`config.mk`:
```
export PLATFORM = sky130hd
export DESIGN_NAME = fetch_unit
export DESIGN_NICKNAME = d
export VERILOG_FILES = /design/src/rtl/risc_fetch_pkg.sv /design/src/rtl/fetch_perf_counters.sv /design/src/rtl/fetch_unit.sv
export SDC_FILE = /design/constraint.sdc
export NUM_CORES = 1
export LEC_CHECK = 0
export BUFFER_PORTS_ARGS = -buffer_cell sky130_fd_sc_hd__buf_2
export CAP_MARGIN = 5
export CORE_ASPECT_RATIO = 0.6
export CORE_MARGIN = 5
export CORE_UTILIZATION = 40
export CTS_BUF_LIST = sky130_fd_sc_hd__clkbuf_8 sky130_fd_sc_hd__clkbuf_16
export CTS_CLUSTER_SIZE = 12
export DETAILED_ROUTE_END_ITERATION = 8
export GPL_TIMING_DRIVEN = 0
export HOLD_SLACK_MARGIN = 0.03
export PLACE_DENSITY = 0.68
export RECOVER_POWER = 25
export SYNTH_ARGS = -nofsm -noshare
export SYNTH_HDL_FRONTEND = slang
export SYNTH_SLANG_ARGS = --single-unit
```
`constraint.sdc`:
```
create_clock -name clk -period 4.1 [get_ports clk]
set_input_delay 0.205 -clock clk [delete_from_list [all_inputs] [get_ports clk]]
set_output_delay 0.205 -clock clk [all_outputs]
set_load 0.05 [all_outputs]
```
`src/rtl/risc_fetch_pkg.sv`:
```
// Shared widths, reset PC and FSM state type for the instruction fetch stage.
// Imported by fetch_unit and fetch_perf_counters.
package risc_fetch_pkg;

   localparam int PC_W   = 16;
   localparam int INST_W = 16;

   localparam logic [PC_W-1:0] RESET_PC_DEFAULT = 16'h0000;

   typedef enum logic {
      RUN    = 1'b0,
      HALTED = 1'b1
   } fetch_state_t;

   // Word-address increment; wraps silently at the top of the 16-bit space.
   function automatic logic [PC_W-1:0] pc_inc(input logic [PC_W-1:0] p);
      return p + PC_W'(1);
   endfunction

endpackage

```
`src/rtl/fetch_perf_counters.sv`:
```
// Saturating event counters for the fetch stage (fetch captures, stall cycles, flushes).
// Only instantiated when FETCH_PERF_EN is defined.
module fetch_perf_counters
   import risc_fetch_pkg::*;
(
   input  logic        clk,
   input  logic        reset,
   input  logic        fetch_evt,
   input  logic        stall_evt,
   input  logic        flush_evt,
   output logic [31:0] perf_fetch_count,
   output logic [31:0] perf_stall_count,
   output logic [15:0] perf_flush_count
);

   always_ff @(posedge clk) begin
      if (reset) begin
         perf_fetch_count <= '0;
         perf_stall_count <= '0;
         perf_flush_count <= '0;
      end else begin
         // Each counter sticks at all-ones instead of wrapping.
         if (fetch_evt && (perf_fetch_count != '1))
            perf_fetch_count <= perf_fetch_count + 32'd1;
         if (stall_evt && (perf_stall_count != '1))
            perf_stall_count <= perf_stall_count + 32'd1;
         if (flush_evt && (perf_flush_count != '1))
            perf_flush_count <= perf_flush_count + 16'd1;
      end
   end

endmodule

```
`src/rtl/fetch_unit.sv`:
```
// Instruction fetch stage: owns the PC, registers the memory word into IF/ID,
// handles stall, redirect/flush and sticky halt. FETCH_PERF_EN adds perf counters.
//
// state  | meaning
// -------+-----------------------------------------------------------
// RUN    | fetching one word per cycle whenever decode can take it
// HALTED | no capture, pc frozen; left only by a redirect
module fetch_unit
   import risc_fetch_pkg::*;
#(
   parameter logic [PC_W-1:0] RESET_PC = RESET_PC_DEFAULT,
   parameter int              INST_W   = risc_fetch_pkg::INST_W
) (
   input  logic              clk,
   input  logic              reset,
   output logic [PC_W-1:0]   pc,
   input  logic [INST_W-1:0] instruction,
   input  logic              redirect_valid,
   input  logic [PC_W-1:0]   redirect_pc,
   input  logic              halt_req,
   output logic              id_valid,
   input  logic              id_ready,
   output logic [INST_W-1:0] id_instr,
   output logic [PC_W-1:0]   id_pc,
   output logic              halted
`ifdef FETCH_PERF_EN
   ,
   output logic [31:0]       perf_fetch_count,
   output logic [31:0]       perf_stall_count,
   output logic [15:0]       perf_flush_count
`endif
);

   fetch_state_t state;
   logic         advance;
   logic         stall;

   assign advance = !id_valid || id_ready;
   assign stall   = !advance;

   // Priority per edge: reset > redirect > stall > halt > fetch.
   always_ff @(posedge clk) begin
      if (reset) begin
         pc       <= RESET_PC;
         id_valid <= 1'b0;
         id_instr <= '0;
         id_pc    <= '0;
         state    <= RUN;
         halted   <= 1'b0;
      end else if (redirect_valid) begin
         pc       <= redirect_pc;
         id_valid <= 1'b0;
         state    <= RUN;
         halted   <= 1'b0;
      end else if (stall) begin
         // Held word stays put, but a halt request must not be lost.
         if ((state == RUN) && halt_req) begin
            state  <= HALTED;
            halted <= 1'b1;
         end
      end else if ((state == HALTED) || halt_req) begin
         id_valid <= 1'b0;
         state    <= HALTED;
         halted   <= 1'b1;
      end else begin
         id_instr <= instruction;
         id_pc    <= pc;
         id_valid <= 1'b1;
         pc       <= pc_inc(pc);
      end
   end

`ifdef FETCH_PERF_EN
   logic fetch_evt;
   logic stall_evt;
   logic flush_evt;

   assign fetch_evt = !reset && !redirect_valid && advance && (state == RUN) && !halt_req;
   assign stall_evt = !reset && !redirect_valid && stall;
   assign flush_evt = !reset && redirect_valid && id_valid;

   fetch_perf_counters u_perf (
      .clk              (clk),
      .reset            (reset),
      .fetch_evt        (fetch_evt),
      .stall_evt        (stall_evt),
      .flush_evt        (flush_evt),
      .perf_fetch_count (perf_fetch_count),
      .perf_stall_count (perf_stall_count),
      .perf_flush_count (perf_flush_count)
   );
`endif

endmodule
```
==> results of run 1 <==
## routing by layer
metal  vias to the layer above  share of wire [%]  track usage (%)
met5                         -                  0                0
li1                       1093                  -                -
met4                         0               0.61             4.20
met2                        65                 41             26.0
met3                         4                8.0             6.20
met1                       987                 51             25.5
## cell families (layout without fill, tap and decap cells)
| group | Yosys count | after routing |
|---|---|---|
| AO/OA/AOI/OAI | 58 | 58 |
| XOR/XNOR | 7 | 7 |
| adder cells (fa/ha/maj) | 1 | 1 |
| buffers and inverters | 19 | 112 |
| flip-flops | 50 | 50 |
| multiplexers | 1 | 1 |
| AND/OR/NAND/NOR | 127 | 127 |
## where the power goes
part           total, mW  leakage [nW]  internal, mW  switching [mW]
sequential         0.536         0.410         0.510          0.0256
clock              0.334        0.0607         0.178           0.156
combinational      0.208         0.599        0.0536           0.154
## registers in the layout, summed over array words and instances (netlist names)
signal and cells:
state 1, pc 16, id_pc 16, id_valid 1, id_instr 16
## cell usage in the layout (no fill, tap or decap), drive strengths merged, types with 2 or more instances in the layout
cell type and instances:
a311oi 6, dfxtp 50, o41a 2, nor3 4
o21ai 5, xor2 4, nor2 14, inv 3
nand2 75, or2 2, or3 7, a21oi 33
o211ai 2, nor4b 2, nand3 8, xnor2 3
nor4 2, nor3b 2, buf 65, clkbuf 42
a211oi 8, nand4 6
## worst reg2reg max path, delay by kind of cell (launching register included)
family	cells	cell delay, ns
AOI/OAI and AO/OA	1	0.30
DFF	1	0.33
and+or+nand+nor	3	1.25
## path summary, 6_finish.rpt
check                         from                        end  slack (ns)
max             state$_SDFFE_PP0P_         pc[7]$_SDFFE_PP0P_        2.14
min                instruction[15]  id_instr[15]$_SDFFE_PP0P_        0.13
max reg2reg     state$_SDFFE_PP0P_         pc[7]$_SDFFE_PP0P_        2.14
min reg2reg  id_pc[4]$_SDFFE_PP0P_      id_pc[4]$_SDFFE_PP0P_        0.46
## cell type report
cell class	count	area (µm²)	share of cell area [%]
Sequential cell	50	1000	36.9
Clock buffer	5	68.8	2.54
Multi-Input combinational cell	194	1050	38.7
Tap cell	66	82.6	3.05
Clock inverter	3	37.5	1.39
Buffer	17	68.8	2.54
Inverter	2	7.51	0.277
Timing Repair Buffer	85	395	14.6
## stage by stage
| step | cell area, µm² | utilization, % | instances | hold slack (ns) | total power [mW] |
|---|---|---|---|---|---|
| 2_1_floorplan | 2130 | - | 263 | 0.341 | 0.692 |
| 3_3_place_gp | 2640 | 51.6 | 414 | 0.439 | 0.754 |
| 3_5_place_dp | 2640 | 51.6 | 414 | 0.443 | 0.758 |
| 4_1_cts | 2740 | 53.7 | 422 | 0.125 | 1.09 |
| 5_1_grt | 2710 | 53.1 | 422 | 0.127 | 1.12 |
| 6_report | 2710 | 53.1 | 422 | 0.134 | 1.08 |
==> results.py, run 1 <==
metrics = {
    "synthesis": {
        "synth_seq_area_share_pct": 47.0,
        "synth_area_um2": 2130,
        "yosys.area_share.simple_pct": 28.6,
        "synth-main-ff-cell": "dfxtp_1",
        "synth.area.mux_share_pct": 0.470,
        "synth.area.top_cells": "dfxtp_1, nand2_1, a21oi_1",
        "syn_inst": 263,
        "async_reset_ff_share_pct": 0,
        "synth-xor-area-share_pct": 2.88,
        "yosysMostFrequentCell": "nand2_1",
        "syn_area_per_cell_um2": 8.09,
        "synth_top_family_by_area": "simple AND/OR/NAND/NOR gates",
        "synthTopCellsByCount": "nand2_1, dfxtp_1, a21oi_1",
        "synth_top_area_cell": "dfxtp_1",
        "ys_ff_latch": 50,
        "yosys_warnings": 0,
        "synth_fa_ha_area_share_pct": 0.588,
        "synthDistinctLibCells": 38,
        "synth_compound_area_share_pct": 16.8,
        "synth_top_area_share_pct": 47.0,
        "syn_nets": 301,
        "synth-edff-count": 0,
    },
    "cts": {
        "cts_made_buffers": 5,
        "clk_pin_slew_ns": 0.09,
        "ctsResizeCount": 0,
        "clkLatencyLatePin_ns": 0.30,
        "clk_path_buf_depth": 2,
        "cts_tree": "built",
        "clock-root-buffer": "clkbuf_8",
        "postCtsHoldBufs": 0,
        "post-cts-setup-buffers": 0,
        "cts.sinks": 50,
        "h-tree-depth": 2,
    },
    "routing": {
        "drc": 0,
        "vias_per_cell": 5.09,
        "avgRoutedWirePerCell_um": 14.3,
        "dr.pass1.iters": 4,
        "num_vias": 2149,
        "ant_nets": 0,
        "totalWireLength_mm": 6.03,
        "drt-initial-drc-count": 83,
    },
    "global_route": {
        "grt_pass1_vias": 2094,
        "grt_use_total_pct": 17.9,
        "grt_overflow": 0,
        "antenna_found_initial": 0,
        "grt_pass1_wl_mm": 10.1,
        "grt_max_degree": 15,
    },
    "floorplanning": {
        "start_util_pct": 41.7,
        "rows": 20,
        "die_w_um": 104,
        "die_y_um": 66.5,
        "io_pins": 87,
        "core-area_um2": 5100,
        "dieArea_um2": 6930,
    },
    "sta": {
        "fin_setup_tns_ns": 0,
        "fin_crit_ns": 1.96,
        "final.period_utilization_pct": 47.7,
        "rsz0062_at_grt": "no",
        "finalSetupViolations": 0,
        "final_max_slew_viol_count": 0,
        "worst_slack_ns": 2.14,
        "fin_skew_ns": 0.00704,
        "max_freq_mhz": 511,
        "tightest_slew_ns": 0.637,
        "hold_viol_final": 0,
        "slew_headroom_pct": 57.3,
    },
    "power": {
        "powerDensity_nw_per_um2": 397,
        "vdd_drop_max_mv": 0.161,
        "p_leak_nw": 1.07,
    },
    "critical_path": {
        "reg2regPathDepth": 4,
        "critPathSlowestCell": "nor2_1",
        "critPathBufInv": 0,
        "worstPathCellList": "nor2_1 > nand4_2 > or3_1 > a311oi_1",
        "crit_fanout": 9,
        "max_stage_delay_ns": 0.51,
        "worstPathRequired_ns": 4.30,
        "crit_cells": 4,
        "critPathTopFamily": "simple AND/OR/NAND/NOR gates",
        "critPathKind": "flop to flop",
        "startpoint_type": "flop",
        "worst_ep_arrival_time_ns": 2.16,
        "worstSetupEndpointType": "flop",
    },
    "min_path": {
        "hp-class": "input port to flop",
        "hold_depth": 3,
    },
    "placed_design": {
        "hpwlAfterDp_mm": 4.70,
        "gp_congestion": 0.861,
        "place_ws_ns": 2.38,
        "portBuffers": 85,
    },
    "finish": {
        "synthToLayoutAreaGrowth_pct": 27.3,
        "fillers": 531,
        "num-nets-final": 393,
        "drive_above_1_share_pct": 22.2,
        "diodes": 0,
    },
    "status": {
        "outcome": "finished, final reports clean",
    },
    "flow_run": {
        "cap_violations": 0,
    },
}
Power figures use the tool's default switching activity.
==> run 2: changes to the inputs <==
- ABC_AREA: default -> 1
- PLACE_DENSITY: 0.68 -> 0.67
- clock period: 4.1 -> 1.9 ns (I/O delays scaled with it)
==> run 2 against run 1 <==
Area after synthesis rose by 6.3%. First-iteration DRC count rose by 100%. Sequential cell count did not move. Largest cell class unchanged. Die area rose by 5.6%. Power rose by 130%. Worst setup slack got worse by 1.8 ns. Critical endpoint is now pc[10]$_SDFFE_PP0P_. Sequential power rose by 120%.
==> results.py, run 2 <==
metrics = {
    "status": {
        "outcome": "finished, final reports clean",
    },
    "synthesis": {
        "syn_area_per_cell_um2": 7.10,
        "synth-xor-area-share_pct": 0.774,
        "synth_area_um2": 2260,
        "synth_fa_ha_area_share_pct": 0.553,
        "yosys_warnings": 0,
        "synth_compound_area_share_pct": 16.0,
        "synth_top_area_cell": "dfxtp_1",
        "synth.area.top_cells": "dfxtp_1, nor2_1, nand2_1",
        "async_reset_ff_share_pct": 0,
        "synth_seq_area_share_pct": 44.2,
        "synth-edff-count": 0,
        "synth_top_area_share_pct": 44.2,
        "synth-main-ff-cell": "dfxtp_1",
        "syn_nets": 357,
        "synthDistinctLibCells": 29,
        "yosysMostFrequentCell": "nor2_1",
        "syn_inst": 319,
        "yosys.area_share.simple_pct": 29.4,
        "synth_top_family_by_area": "simple AND/OR/NAND/NOR gates",
        "ys_ff_latch": 50,
        "synth.area.mux_share_pct": 0,
        "synthTopCellsByCount": "nor2_1, nand2_1, dfxtp_1",
    },
    "sta": {
        "fin_crit_ns": 1.60,
        "holdWs_ns": 0.0443,
        "final_max_slew_viol_count": 0,
        "finalSetupViolations": 0,
        "tightest_slew_ns": 0.622,
        "max_freq_mhz": 626,
        "final.period_utilization_pct": 84.1,
        "hold_viol_final": 0,
        "rsz0062_at_grt": "no",
        "fin_skew_ns": 0.00513,
        "slew_headroom_pct": 58.7,
        "fin_setup_tns_ns": 0,
    },
    "cts": {
        "clk_pin_slew_ns": 0.09,
        "cts.sinks": 50,
        "clock-root-buffer": "clkbuf_8",
        "ctsResizeCount": 0,
        "clk_path_buf_depth": 2,
        "cts_tree": "built",
        "clkLatencyLatePin_ns": 0.31,
        "cts_made_buffers": 5,
        "h-tree-depth": 2,
    },
    "min_path": {
        "hp-class": "input port to flop",
    },
    "floorplanning": {
        "die_w_um": 107,
        "start_util_pct": 41.0,
        "io_pins": 87,
        "core-area_um2": 5520,
        "dieArea_um2": 7310,
        "die_y_um": 68.3,
        "rows": 21,
    },
    "critical_path": {
        "critPathTopFamily": "simple AND/OR/NAND/NOR gates",
        "critPathSlowestCell": "dfxtp_1",
        "worstPathCellList": "ha_1 > nand2_1 > nor2_2 > nand2_1 > o21bai_1 > nand3_1 > nand2_1 > a21oi_1",
        "worstSetupEndpointType": "flop",
        "critPathKind": "flop to flop",
        "max_stage_delay_ns": 0.45,
        "crit_fanout": 5,
        "worstPathRequired_ns": 2.07,
        "startpoint_type": "flop",
        "crit_top_cell": "nand2_1",
        "worst_ep_arrival_time_ns": 1.77,
        "critPathBufInv": 0,
    },
    "global_route": {
        "grt_use_total_pct": 18.6,
        "grt_overflow": 0,
        "grt_pass1_vias": 2165,
        "antenna_found_initial": 0,
        "grt_max_degree": 16,
        "grt_pass1_wl_mm": 10.7,
    },
    "routing": {
        "vias_per_cell": 4.85,
        "drt-initial-drc-count": 169,
        "totalWireLength_mm": 6.81,
        "avgRoutedWirePerCell_um": 13.7,
        "num_vias": 2407,
        "dr.pass1.iters": 4,
        "ant_nets": 0,
        "drc": 0,
    },
    "finish": {
        "diodes": 0,
        "post-route-cell-area_um2": 3010,
        "final_common_cell": "buf_2",
        "synthToLayoutAreaGrowth_pct": 32.8,
        "largest_registers": "id_instr (16), id_pc (16), pc (16)",
        "num-nets-final": 464,
        "mostFrequentLayoutCells": "buf_2, nor2_1, nand2_1",
        "drive_above_1_share_pct": 22.2,
    },
    "power": {
        "p_total_mw": 2.52,
        "powerDensity_nw_per_um2": 839,
        "p_leak_nw": 1.40,
        "vdd_drop_max_mv": 0.400,
    },
    "flow_run": {
        "cap_violations": 0,
    },
    "placed_design": {
        "place_area_um2": 2770,
        "gp_congestion": 0.875,
        "portBuffers": 84,
        "hpwlAfterDp_mm": 5.03,
    },
}
run 2: cell types whose count changed after synthesis, moves of 4 or more:
cell	before	now
o21ai_0	5	38
nor2_1	13	64
or3_1	7	0
a211oi_1	8	1
inv_1	1	24
a21oi_1	33	22
nor2_2	1	5
nand2_2	0	4
clkbuf_1	13	5
nand3_1	8	14
a311oi_1	6	0
nand2_1	75	54
run 2: layer usage:
layer  up-vias  part of all wire, %  track usage [%]
met2        85                   39             27.9
met1      1073                   49             26.2
met4         0                 0.85             4.63
met5         -                    0                0
li1       1242                    -                -
met3         7                   11             5.75
run 2: power by group:
part / leakage, nW / internal (mW) / switching (mW) / total, mW
clock network: 0.0556 / 0.388 / 0.371 / 0.759
registers: 0.412 / 1.12 / 0.0534 / 1.17
logic: 0.929 / 0.161 / 0.433 / 0.594
total: 1.40 / 1.67 / 0.857 / 2.52
run 2: worst register-to-register path: cells and delay by family, from the launching register on:
family	cells	cell delay [ns]
compound gates	2	0.19
fa+ha+maj	1	0.24
flops	1	0.45
simple gates	5	0.57
run 2: kinds of logic after synthesis:
logic type,Yosys count
simple gates,153
xor+xnor,2
flops,50
buf+inv,44
compound gates,69
fa+ha+maj,1
run 2: worst paths after layout:
path / slack [ns] / startpoint / depth (start not counted) / end
worst max-delay path: 0.30 / pc[1]$_SDFFE_PP0P_ / 8 / pc[10]$_SDFFE_PP0P_
worst min-delay path: 0.04 / redirect_pc[2] / 3 / pc[2]$_SDFFE_PP0P_
worst max register to register: 0.30 / pc[1]$_SDFFE_PP0P_ / 8 / pc[10]$_SDFFE_PP0P_
worst min register to register: 0.48 / id_pc[9]$_SDFFE_PP0P_ / 1 / id_pc[9]$_SDFFE_PP0P_
run 2: timing repair:
item,4_1_cts,5_1_grt
endpoints found under the hold margin,16,0
hold buffers,16,0
setup buffers,0,0
run 2: stage by stage:
stage | setup WS, ns | cells | util, %
6_report | 0.302 | 496 | 54.5
3_3_place_gp | 0.403 | 472 | 50.2
5_1_grt | 0.124 | 496 | 54.5
2_1_floorplan | 0.188 | 319 | -
4_1_cts | 0.317 | 496 | 55.1
3_5_place_dp | 0.347 | 472 | 50.2
run 2: layout make-up:
type / instances / area (µm²)
fillers: 584 / 2510
multi-input cells: 225 / 1050
flip-flops and latches: 50 / 1000
repair buffers: 100 / 552
inverters: 28 / 106
plain buffers: 16 / 100
well taps: 69 / 86.3
clock buffers: 5 / 68.8
clock inverters: 3 / 41.3
==> run 3: changes to the inputs <==
- PLACE_DENSITY: 0.67 -> 0.7
- clock period: 1.9 -> 1.4 ns (I/O delays scaled with it)
==> run 3 against run 2 <==
Sequential power increased by 36%. Worst hold slack lost 0.010 ns. Non-clock buffer count is 9 higher. Routed wire length up 2.5%. Critical path depth is the same. Clock skew increased by 0.0010 ns. First-iteration DRC count shrank 27%. Power rose by 37%. Critical path type unchanged. Largest cell class unchanged. Highest routed layer unchanged.
==> results.py, run 3 (same netlist as run 2, synthesis figures left out) <==
metrics = {
    "floorplanning": {
        "io_pins": 87,
        "core-area_um2": 5520,
        "die_w_um": 107,
        "rows": 21,
        "start_util_pct": 41.0,
        "dieArea_um2": 7310,
        "die_y_um": 68.3,
    },
    "sta": {
        "holdWs_ns": 0.0341,
        "final_max_slew_viol_count": 0,
        "fin_crit_ns": 1.36,
        "max_freq_mhz": 736,
        "tightest_slew_ns": 0.614,
        "worst_slack_ns": 0.0404,
        "slew_headroom_pct": 59.3,
        "hold_viol_final": 0,
        "final.period_utilization_pct": 97.1,
        "rsz0062_at_grt": "yes",
        "finalSetupViolations": 0,
        "fin_skew_ns": 0.00614,
    },
    "global_route": {
        "grt_pass1_vias": 2282,
        "grt_max_degree": 16,
        "grt_overflow": 0,
        "antenna_found_initial": 0,
        "grt_pass1_wl_mm": 11.0,
        "grt_use_total_pct": 19.3,
    },
    "placed_design": {
        "place_area_um2": 2790,
        "portBuffers": 84,
        "place_ws_ns": -0.0531,
        "gp_congestion": 0.855,
        "hpwlAfterDp_mm": 5.10,
    },
    "cts": {
        "clock-root-buffer": "clkbuf_8",
        "cts_made_buffers": 5,
        "h-tree-depth": 2,
        "clkLatencyLatePin_ns": 0.31,
        "clk_path_buf_depth": 2,
        "clk_pin_slew_ns": 0.09,
        "cts_tree": "built",
        "cts.sinks": 50,
    },
    "min_path": {
        "hold_depth": 3,
        "hp-class": "input port to flop",
        "hold_start": "halt_req",
        "hold_end": "state$_SDFFE_PP0P_",
    },
    "finish": {
        "num-nets-final": 473,
        "mostFrequentLayoutCells": "buf_2, nor2_1, nand2_1",
        "post-route-cell-area_um2": 3180,
        "largest_registers": "id_instr (16), id_pc (16), pc (16)",
        "seqCellArea_um2": 1030,
        "synthToLayoutAreaGrowth_pct": 40.4,
        "final_common_cell": "buf_2",
        "fillers": 539,
        "drive_above_1_share_pct": 29.4,
        "multiInputGateArea_um2": 1110,
        "diodes": 0,
    },
    "critical_path": {
        "crit_fanout": 4,
        "worst_ep_arrival_time_ns": 1.54,
        "worstPathRequired_ns": 1.58,
        "r2r_setup_slack_ns": 0.04,
        "critPathTopFamily": "simple AND/OR/NAND/NOR gates",
        "worstSetupEndpointType": "flop",
        "rr_endpoint": "pc[10]$_SDFFE_PP0P_",
        "critPathBufInv": 0,
        "reg2regPathDepth": 8,
        "reg2reg_from": "pc[0]$_SDFFE_PP0P_",
        "critPathSlowestCell": "dfxtp_4",
        "critPathKind": "flop to flop",
        "worstPathCellList": "ha_4 > nand2_4 > nor2_4 > nand2_2 > o21bai_1 > nand3_1 > nand2_1 > a21oi_2",
        "startpoint_type": "flop",
        "max_stage_delay_ns": 0.38,
    },
    "routing": {
        "dr.pass1.iters": 4,
        "drc": 0,
        "totalWireLength_mm": 6.98,
        "drt-initial-drc-count": 124,
        "vias_per_cell": 4.84,
        "num_vias": 2445,
        "ant_nets": 0,
        "avgRoutedWirePerCell_um": 13.8,
    },
    "power": {
        "p_leak_nw": 1.47,
        "powerDensity_nw_per_um2": 1090,
        "vdd_drop_max_mv": 0.438,
    },
    "flow_run": {
        "cap_violations": 0,
    },
    "status": {
        "outcome": "finished, final reports clean",
    },
}
==> run 3: per-layer routing <==
metal	vias up	global-route usage, %	wire length (µm)
met5	-	0	0
met4	0	4.31	67
met3	8	6.41	763
met2	88	30.2	2820
met1	1093	25.9	3320
li1	1256	-	-
==> run 3: worst min-delay path: cells and delay by family <==
kind	cells	cell delay, ns
AND/OR/NAND/NOR	2	0.15
buffers and inverters	1	0.08
==> run 3: metrics by stage <==
| step | utilization [%] | power (mW) | cells | setup TNS [ns] |
|---|---|---|---|---|
| floorplan | - | 2.19 | 319 | 0 |
| global placement | 50.6 | 2.40 | 472 | -0.00745 |
| detailed placement | 50.6 | 2.41 | 472 | -0.0531 |
| CTS | 56.6 | 3.47 | 500 | 0 |
| global route | 57.6 | 3.62 | 505 | -0.101 |
| finish | 57.6 | 3.46 | 505 | 0 |
==> run 3: worst max path at each step <==
stage | startpoint | endpoint | slack, ns | depth (start not counted)
6_report | pc[0]$_SDFFE_PP0P_ | pc[10]$_SDFFE_PP0P_ | 0.04 | 8
5_1_grt | pc[0]$_SDFFE_PP0P_ | pc[10]$_SDFFE_PP0P_ | -0.04 | 8
4_1_cts | pc[0]$_SDFFE_PP0P_ | pc[10]$_SDFFE_PP0P_ | 0.04 | 8
3_5_place_dp | pc[0]$_SDFFE_PP0P_ | pc[10]$_SDFFE_PP0P_ | -0.05 | 8
3_3_place_gp | pc[0]$_SDFFE_PP0P_ | pc[10]$_SDFFE_PP0P_ | -0.007 | 8
2_1_floorplan | pc[1]$_SDFFE_PP0P_ | pc[10]$_SDFFE_PP0P_ | 0.02 | 8
==> run 3: cell type report <==
class / count / area share (%)
flip-flops and latches: 50 / 32.4
clock buffers: 5 / 2.17
repair buffers: 109 / 19.8
multi-input cells: 225 / 34.8
clock inverters: 3 / 1.26
inverters: 28 / 3.35
well taps: 69 / 2.72
plain buffers: 16 / 3.46
==> run 3: repair_timing <==
item                       4_1_cts  5_1_grt
resized for setup                4       13
buffers inserted                 1        5
setup endpoints to repair        2       16
pin swaps                        1        7
hold endpoints to repair        19        0
hold buffers                    19        0
==> run 3: power by group <==
part | total, mW | switching [mW] | internal (mW)
combinational | 0.838 | 0.598 | 0.239
sequential | 1.59 | 0.0742 | 1.52
clock | 1.03 | 0.499 | 0.527
